--- src/rtl/aoi_chk_pkg.sv ---
// rtl/aoi_chk_pkg.sv - shared types, constants and reference model for the AOI response checker
package aoi_chk_pkg;

   localparam int          VEC_W   = 4;
   localparam int          RESP_W  = 3;
   localparam logic [15:0] ALL_COV = 16'hFFFF;

   typedef enum logic [1:0] {
      IDLE = 2'd0,
      ARM  = 2'd1,
      RUN  = 2'd2,
      DONE = 2'd3
   } state_e;

   // Stimulus is {a,b,c,d}; response is {e,f,g}.
   function automatic logic [RESP_W-1:0] aoi_expect(input logic [VEC_W-1:0] vec);
      logic e_l;
      logic f_l;
      e_l = vec[3] & vec[2];
      f_l = vec[1] & vec[0];
      return {e_l, f_l, ~(e_l | f_l)};
   endfunction

endpackage

--- src/rtl/aoi_delay_line.sv ---
// rtl/aoi_delay_line.sv - DEPTH-deep stimulus delay line with a fill-valid bit per stage
module aoi_delay_line
   import aoi_chk_pkg::*;
#(
   parameter int DEPTH = 2
) (
   input  logic             clk,
   input  logic             rst_n,
   input  logic             clr_i,
   input  logic             in_valid_i,
   input  logic [VEC_W-1:0] in_vec_i,
   output logic [VEC_W-1:0] out_vec_o,
   output logic             out_valid_o
);

   logic [VEC_W-1:0] vec_q [DEPTH];
   logic [DEPTH-1:0] vld_q;

   // A clear flushes the older stages while the head still takes the new run's first sample.
   always_ff @(posedge clk or negedge rst_n) begin
      if (!rst_n) begin
         for (int i = 0; i < DEPTH; i++) vec_q[i] <= '0;
         vld_q <= '0;
      end else begin
         vec_q[0] <= in_vec_i;
         vld_q[0] <= in_valid_i;
         for (int i = 1; i < DEPTH; i++) begin
            vec_q[i] <= clr_i ? '0   : vec_q[i-1];
            vld_q[i] <= clr_i ? 1'b0 : vld_q[i-1];
         end
      end
   end

   assign out_vec_o   = vec_q[DEPTH-1];
   assign out_valid_o = vld_q[DEPTH-1];

endmodule

--- config.mk ---
export PLATFORM = sky130hd
export DESIGN_NAME = aoi_delay_line
export DESIGN_NICKNAME = d
export VERILOG_FILES = /design/src/rtl/aoi_chk_pkg.sv /design/src/rtl/aoi_delay_line.sv
export SDC_FILE = /design/constraint.sdc
export NUM_CORES = 1
export LEC_CHECK = 0
export CORE_AREA = 2 2 39 41
export CTS_CLUSTER_SIZE = 28
export DETAILED_ROUTE_END_ITERATION = 10
export DIE_AREA = 0 0 41 43
export DONT_BUFFER_PORTS = 1
export PLACE_DENSITY_LB_ADDON = 0.1
export SYNTH_ARGS = -nofsm -noshare
export SYNTH_HDL_FRONTEND = slang
export SYNTH_SLANG_ARGS = --single-unit
--- constraint.sdc ---
create_clock -name clk -period 1 [get_ports clk]
set_input_delay 0.15 -clock clk [delete_from_list [all_inputs] [get_ports clk]]
set_output_delay 0.15 -clock clk [all_outputs]
set_load 0.01 [all_outputs]
==> metrics.md, run 1 <==
| Metric | Value |
|---|---|
| Status | complete, no violations |
| GP Congestion | roughly 0.56 |
| Htree depth | 1 |
| GRT Overall Usage | 0.0578 |
| Non-Filler Instances | just over 40 |
| Worst Setup Path Type | reg2out |
| Die area | between 0.0015 and 0.002 mm2 |
| Clock skew | roughly 0.0054 ns |
| Critical Path RT | between 0.8 and 0.9 ns |
| Fmax | approximately 1.2 GHz |
| Post-synth cell types | 3 |
| Register area | ~250 um2 |
| Die H | 43 um |
| Worst r2r src | vec_q[5]$_DFF_PN0_ |
| Initial Utilization | 0.225 |
| Asr flop ratio synth | 1.00 |
| Final Power | 717 uW |
| DR vias/cell | 3.51 |
| Clk sinks | 10 |
| Boundary Pins | 13 |
| Starting DRT DRC Count | 0 |
| Sequential-to-total area share from yosys stat | 0.803 |
| Critical Path AT | 0.66 ns |
| Layout area overhead | 26.5% |
| Hold crit path type | in2async |
| Detailed Routing Iterations Pass 1 | 1 |
| Worst-path clk slew | 0.06 ns |
| CP startpoint | out_vec_o[0]$_DFF_PN0_ |
| Top-area cell type share of the netlist area | 0.803 |
| Core box area | between 0.001 and 0.0015 mm2 |
| Post-synth EDFFs | 0 |
| Final setup TNS | 0 ns |
| ANT cells | 0 |
| Final Hold Fails | 0 |
| Filler cell count | ~140 |
| Top cells by count, synth | 10 x dfrtp_1, 5 x nor2b_1, 4 x buf_4 |
| Min cycle time layout | ~0.8 ns |
| Placed cells | 31 |
| Design area | between 300 and 400 um2 |
| Pin count of the biggest net entering global routing | 11 |
| Synth warnings | 0 |
| Worst Setup Slack, final | between 0.15 and 0.2 ns |
| Share of the clock period used by the worst path | 0.805 |
| Initial antenna violation count | 0 |
| Fin nets | 35 |
| Worst slew margin | 0.713 |
| Least-Margin Pin Slew | 0.429 ns |
| Reg2reg setup slack | 0.41 ns |
| Leakage | between 0.15 and 0.2 nW |
| Overall routed net length | around 350 um |
| Synth area leader | dfrtp_1 |
| Post-Syn Area | 312 um2 |
| Clock Tree Root | clkbuf_4 |
| WL/cell | around 8.6 um |
| CTS Buffer Depth | 2 |
| Hold WS | about 0.27 ns |
| Resize count post-CTS | 0 |
| Reg2reg end | out_vec_o[1]$_DFF_PN0_ |
| FP Rows | 14 |
| Worst VDD drop | roughly 0.8 mV |
| Die Wd | between 40 and 50 um |
| RSZ-0062 raised after global routing | false |
| Cell count along the critical path | 0 |
| Detail Route Antenna Nets | 0 |
| Dpl ws | 0.417 ns |
| Synthesized area per cell | ~16 um2 |
| Placed Area | between 300 and 400 um2 |
| Worst setup SP type | register |
| Vias in the first global route | 149 |
| Post-route DRC | 0 |
| Multi-input gate area | between 30 and 40 um2 |
| R2R cell count | 1 |
| Critical-path maximum fanout | 1 |
| Syn Nets | 27 |
| Flop and latch count out of synthesis | 10 |
| Routed via count | about 140 |
| CTS buffer count | 3 |
| Max cap viols | 0 |
| Port bufs | 0 |
| Gr ovfl total | 0 |
| Hold Buf Count CTS | 7 |
| Final setup viols | 0 |
| Slew Limit Fails | 0 |
| Syn Inst Count | 19 |
| Share of cells above drive strength 1 | 0.120 |
| Crit. End Element | output port |
| First-pass GRT wire length | ~560 um |
| Synth area leaders | dfrtp_1 80%, nor2b_1 10%, buf_4 9.6% |
| Latest clock arrival within the worst-skew pair | around 0.25 ns |
| Power Density | roughly 1800 mW/mm2 |
| TritonCTS clock tree | yes |
| End of the critical path | out_vec_o[0] |
| Setup Buffers After CTS | 0 |
| Fin util | 0.285 |
| Most common cell in the netlist | dfrtp_1 |
| Ys flop type | dfrtp_1 |
==> state kept, by name (all words and copies together), names as in the netlist <==
register / flops
out_vec_o: 4
vec_q: 4
vld_q: 2
==> area by class of cell <==
type	count	share of cell area
timing repair buffer	7	0.178
multi-input combinational	5	0.0794
tap	16	0.0508
clock buffer	3	0.0571
sequential	10	0.635
==> how the worst min path moves through the flow <==
| stage | from | end | slack, ns | cells after the start |
|---|---|---|---|---|
| 6_report | rst_n | out_vec_o[0]$_DFF_PN0_ | 0.27 | 1 |
| 4_1_cts | rst_n | out_vec_o[0]$_DFF_PN0_ | 0.27 | 1 |
| 2_1_floorplan | rst_n | out_vec_o[0]$_DFF_PN0_ | -0.15 | 0 |
| 5_1_grt | rst_n | vec_q[4]$_DFF_PN0_ | 0.30 | 1 |
| 3_3_place_gp | rst_n | vld_q[1]$_DFF_PN0_ | -0.15 | 0 |
| 3_5_place_dp | rst_n | out_vec_o[0]$_DFF_PN0_ | -0.15 | 0 |
==> report_power, final <==
group          internal, mW  total, mW  switching (mW)
clock network         0.137      0.243           0.106
registers             0.426      0.437          0.0115
logic                0.0232     0.0368          0.0137
==> placed cells by master (no fill, tap or decap) <==
master,n
nor2b_1,5
dlygate4sd3_1,7
dfrtp_1,10
clkbuf_4,3
==> per-layer routing <==
metal | track usage | vias up | routed length, um
met1 | 0.0332 | 64 | 119
li1 | - | 66 | -
met3 | 0.0942 | 0 | 87
met5 | 0 | - | 0
met2 | 0.0813 | 14 | 148
met4 | 0.0200 | 0 | 0
==> logic make-up (layout without fill, tap and decap cells) <==
group,count (synthesis),after routing,synth area share
buffers and inverters,4,10,0.0964
and+or+nand+nor,5,5,0.100
DFF,10,10,0.803
(Power assumes the default switching activity.)
==> inputs of run 2 (changes only) <==
- ABC_AREA: unset -> 1
- clock period: 1 -> 0.8 ns (I/O delays scaled with it)
==> run 2 against run 1 <==
  * Sequential power increased by 25%
  * Clock skew decreased by 0.0052 ns
  * Synthesized area increased by 2.0%
  * Register-to-register slack got worse by 0.16 ns
  * Sequential cell count unchanged
  * Synthesized cell count increased by 26%
  * Via count increased by 7.6%
  * Non-clock buffer count unchanged
  * Clock power increased by 81%
  * Utilization increased by 1.4 points
  * Critical path depth unchanged
==> metrics.md, run 2 <==
| Metric | Value |
|---|---|
| Pin count of the biggest net entering global routing | 11 (unchanged) |
| Worst Setup Slack, final | 0.0169 ns (was 0.195 ns) |
| Max cap viols | 0 (unchanged) |
| Syn Nets | 32 (was 27) |
| Min cycle time layout | slightly below 0.8 ns |
| Dpl ws | 0.270 ns (was 0.417 ns) |
| Non-Filler Instances | 47 (was 41) |
| Die H | 43 um (unchanged) |
| Final Power | 1.03 mW (was 717 uW) |
| CTS Buffer Depth | 2 (unchanged) |
| Status | complete, no violations (unchanged) |
| Filler cell count | 155 (was 139) |
| Final Hold Fails | 0 (unchanged) |
| Syn Inst Count | 24 (was 19) |
| Critical Path AT | 0.66 ns (about the same) |
| Vias in the first global route | 164 (was 149) |
| Worst VDD drop | 0.830 mV (was 0.806 mV) |
| ANT cells | 0 (unchanged) |
| Met3 GRT Util | 0.0314 (was 0.0942) |
| Worst-path clk slew | 0.07 ns (was 0.06 ns) |
| Most common cell in the netlist | dfrtp_1 (unchanged) |
| Die Wd | 41 um (unchanged) |
| Fmax | roughly 1.3 GHz |
| Asr flop ratio synth | 1.00 (unchanged) |
| Register area | 250 um2 (unchanged) |
| Worst slew margin | 0.713 (about the same) |
| GP Congestion | 0.557 (was 0.556) |
| Detail Route Antenna Nets | 0 (unchanged) |
| Critical Path RT | 0.68 ns (was 0.85 ns) |
| Hold crit path type | in2async (unchanged) |
| RSZ-0062 raised after global routing | true (was false) |
| Top-area cell type share of the netlist area | 0.787 (was 0.803) |
| WL/cell | 8.36 um (was 8.63 um) |
| Multi-input gate area | 18.8 um2 (was 31.3 um2) |
| Synth warnings | 0 (unchanged) |
| Core box area | 0.00138 mm2 (unchanged) |
| Starting DRT DRC Count | 0 (unchanged) |
| Least-Margin Pin Slew | 0.429 ns (about the same) |
| Boundary Pins | 13 (unchanged) |
| Worst Setup Path Type | reg2out (unchanged) |
| Initial antenna violation count | 0 (unchanged) |
| Synthesized area per cell | 13.2 um2 (was 16.4 um2) |
| Port bufs | 0 (unchanged) |
| Commonest cells after routing, fill and taps aside | 10 x dfrtp_1, 7 x dlygate4sd3_1, 5 x inv_1, 5 x nor2_1, 3 x clkbuf_4 (was 10 x dfrtp_1, 7 x dlygate4sd3_1, 5 x nor2b_1) |
| Power Density | 2490 mW/mm2 (was 1820 mW/mm2) |
| Routed via count | 155 (was 144) |
| Clock Tree Root | clkbuf_4 (unchanged) |
| Post-synth EDFFs | 0 (unchanged) |
| Met1 Resource Use GR | 0.0436 (was 0.0332) |
| Clock skew | 0.000195 ns (was 0.00537 ns) |
| Flop and latch count out of synthesis | 10 (unchanged) |
| TritonCTS clock tree | yes (unchanged) |
| Fin nets | 40 (was 35) |
| Top cells by count, synth | 10 x dfrtp_1, 5 x inv_1, 5 x nor2_1 (was 10 x dfrtp_1, 5 x nor2b_1, 4 x buf_4) |
| Placed cells | 36 (was 31) |
| Gr busiest metal | met2 (was met3) |
| Synth area leader | dfrtp_1 (unchanged) |
| Post-route DRC | 0 (unchanged) |
| GRT Overall Usage | 0.0570 (was 0.0578) |
| Clk sinks | 10 (unchanged) |
| Final setup viols | 0 (unchanged) |
| DR vias/cell | 3.30 (was 3.51) |
| Commonest non-fill, non-tap cell in the layout | dfrtp_1 (unchanged) |
| Sequential-to-total area share from yosys stat | 0.787 (was 0.803) |
| Crit. End Element | output port (unchanged) |
| GRT met2 Usage | 0.0875 (was 0.0813) |
| Synth area leaders | dfrtp_1 79%, buf_4 9.4%, inv_1 5.9% (was dfrtp_1 80%, nor2b_1 10%, buf_4 9.6%) |
| Post-synth cell types | 4 (was 3) |
| CTS buffer count | 3 (unchanged) |
| Layout area overhead | 30.3% (was 26.5%) |
| Share of the clock period used by the worst path | 0.979 |
| Share of cells above drive strength 1 | 0.129 (was 0.120) |
| Overall routed net length | 393 um (was 354 um) |
| Worst setup SP type | register (unchanged) |
| First-pass GRT wire length | 600 um (was 558 um) |
| Post-Syn Area | 318 um2 (was 312 um2) |
| FP Rows | 14 (unchanged) |
| Initial Utilization | 0.230 (was 0.225) |
| Die area | 0.00176 mm2 (unchanged) |
| Critical-path maximum fanout | 1 (unchanged) |
| Ys flop type | dfrtp_1 (unchanged) |
| Resize count post-CTS | 0 (unchanged) |
| Leakage | 0.209 nW (was 0.177 nW) |
| Htree depth | 1 (unchanged) |
| Detailed Routing Iterations Pass 1 | 1 (unchanged) |
| Slew Limit Fails | 0 (unchanged) |
| Gr ovfl total | 0 (unchanged) |
| Latest clock arrival within the worst-skew pair | 0.26 ns (was 0.25 ns) |
==> run 2: cell count changes in the layout (fill, tap and decap cells not counted) <==
cell,delta
nor2_1,+5
clkbuf_8,+1
inv_1,+5
nor2b_1,-5
==> run 2: layer usage <==
layer | vias up | routed length (um)
met3 | 0 | 68
met4 | 0 | 0
met5 | - | 0
met2 | 11 | 187
met1 | 65 | 137
li1 | 79 | -
==> run 2: what timing repair did <==
| action | 4_1_cts | 5_1_grt |
|---|---|---|
| hold buffers | 7 | 0 |
| endpoints found under the hold margin | 20 | 0 |
| setup endpoints to repair | 0 | 5 |
| setup buffers | 0 | 0 |
==> run 2: area by class of cell <==
| class | count | area share |
|---|---|---|
| Inverter | 5 | 0.0453 |
| Timing Repair Buffer | 7 | 0.169 |
| Multi-Input combinational cell | 5 | 0.0453 |
| Tap cell | 16 | 0.0483 |
| Sequential cell | 10 | 0.604 |
| Clock buffer | 4 | 0.0876 |
==> run 2: worst reg2reg max path: stages (launching register included) <==
cell,delay (ns)
dfrtp_1,0.36
inv_1,0.05
nor2_1,0.03
==> run 2: worst paths after layout <==
check / endpoint / from / cells past startpoint / slack [ns]
min in group clk: vec_q[5]$_DFF_PN0_ / in_vec_i[1] / 1 / 0.41
setup / recovery: out_vec_o[1] / out_vec_o[1]$_DFF_PN0_ / 0 / 0.02
setup reg to reg: out_vec_o[3]$_DFF_PN0_ / vec_q[7]$_DFF_PN0_ / 2 / 0.25
hold reg to reg: out_vec_o[2]$_DFF_PN0_ / vec_q[6]$_DFF_PN0_ / 2 / 0.46
hold / removal: vec_q[6]$_DFF_PN0_ / rst_n / 1 / 0.23
max in group asynchronous: vld_q[1]$_DFF_PN0_ / rst_n / 1 / 0.27
==> run 2: through the flow <==
step	area, um2	util	hold WS (ns)	setup TNS, ns
after floorplan	318	-	-0.176	0
after global placement	308	0.222	-0.175	0
after detailed placement	308	0.222	-0.175	0
after CTS	414	0.299	0.234	0
after global routing	414	0.299	0.254	-0.0604
final	414	0.299	0.232	0
==> run 2: cell families (layout without fill, tap and decap cells) <==
group | after synthesis | in the layout | share of synthesized area
buffers and inverters | 9 | 16 | 0.154
AND/OR/NAND/NOR | 5 | 5 | 0.0591
flip-flops | 10 | 10 | 0.787
==> run 2: power breakdown <==
part           internal, mW  total, mW  switching [mW]
combinational        0.0273     0.0474          0.0201
clock                 0.276      0.440           0.164
sequential            0.531      0.545          0.0141
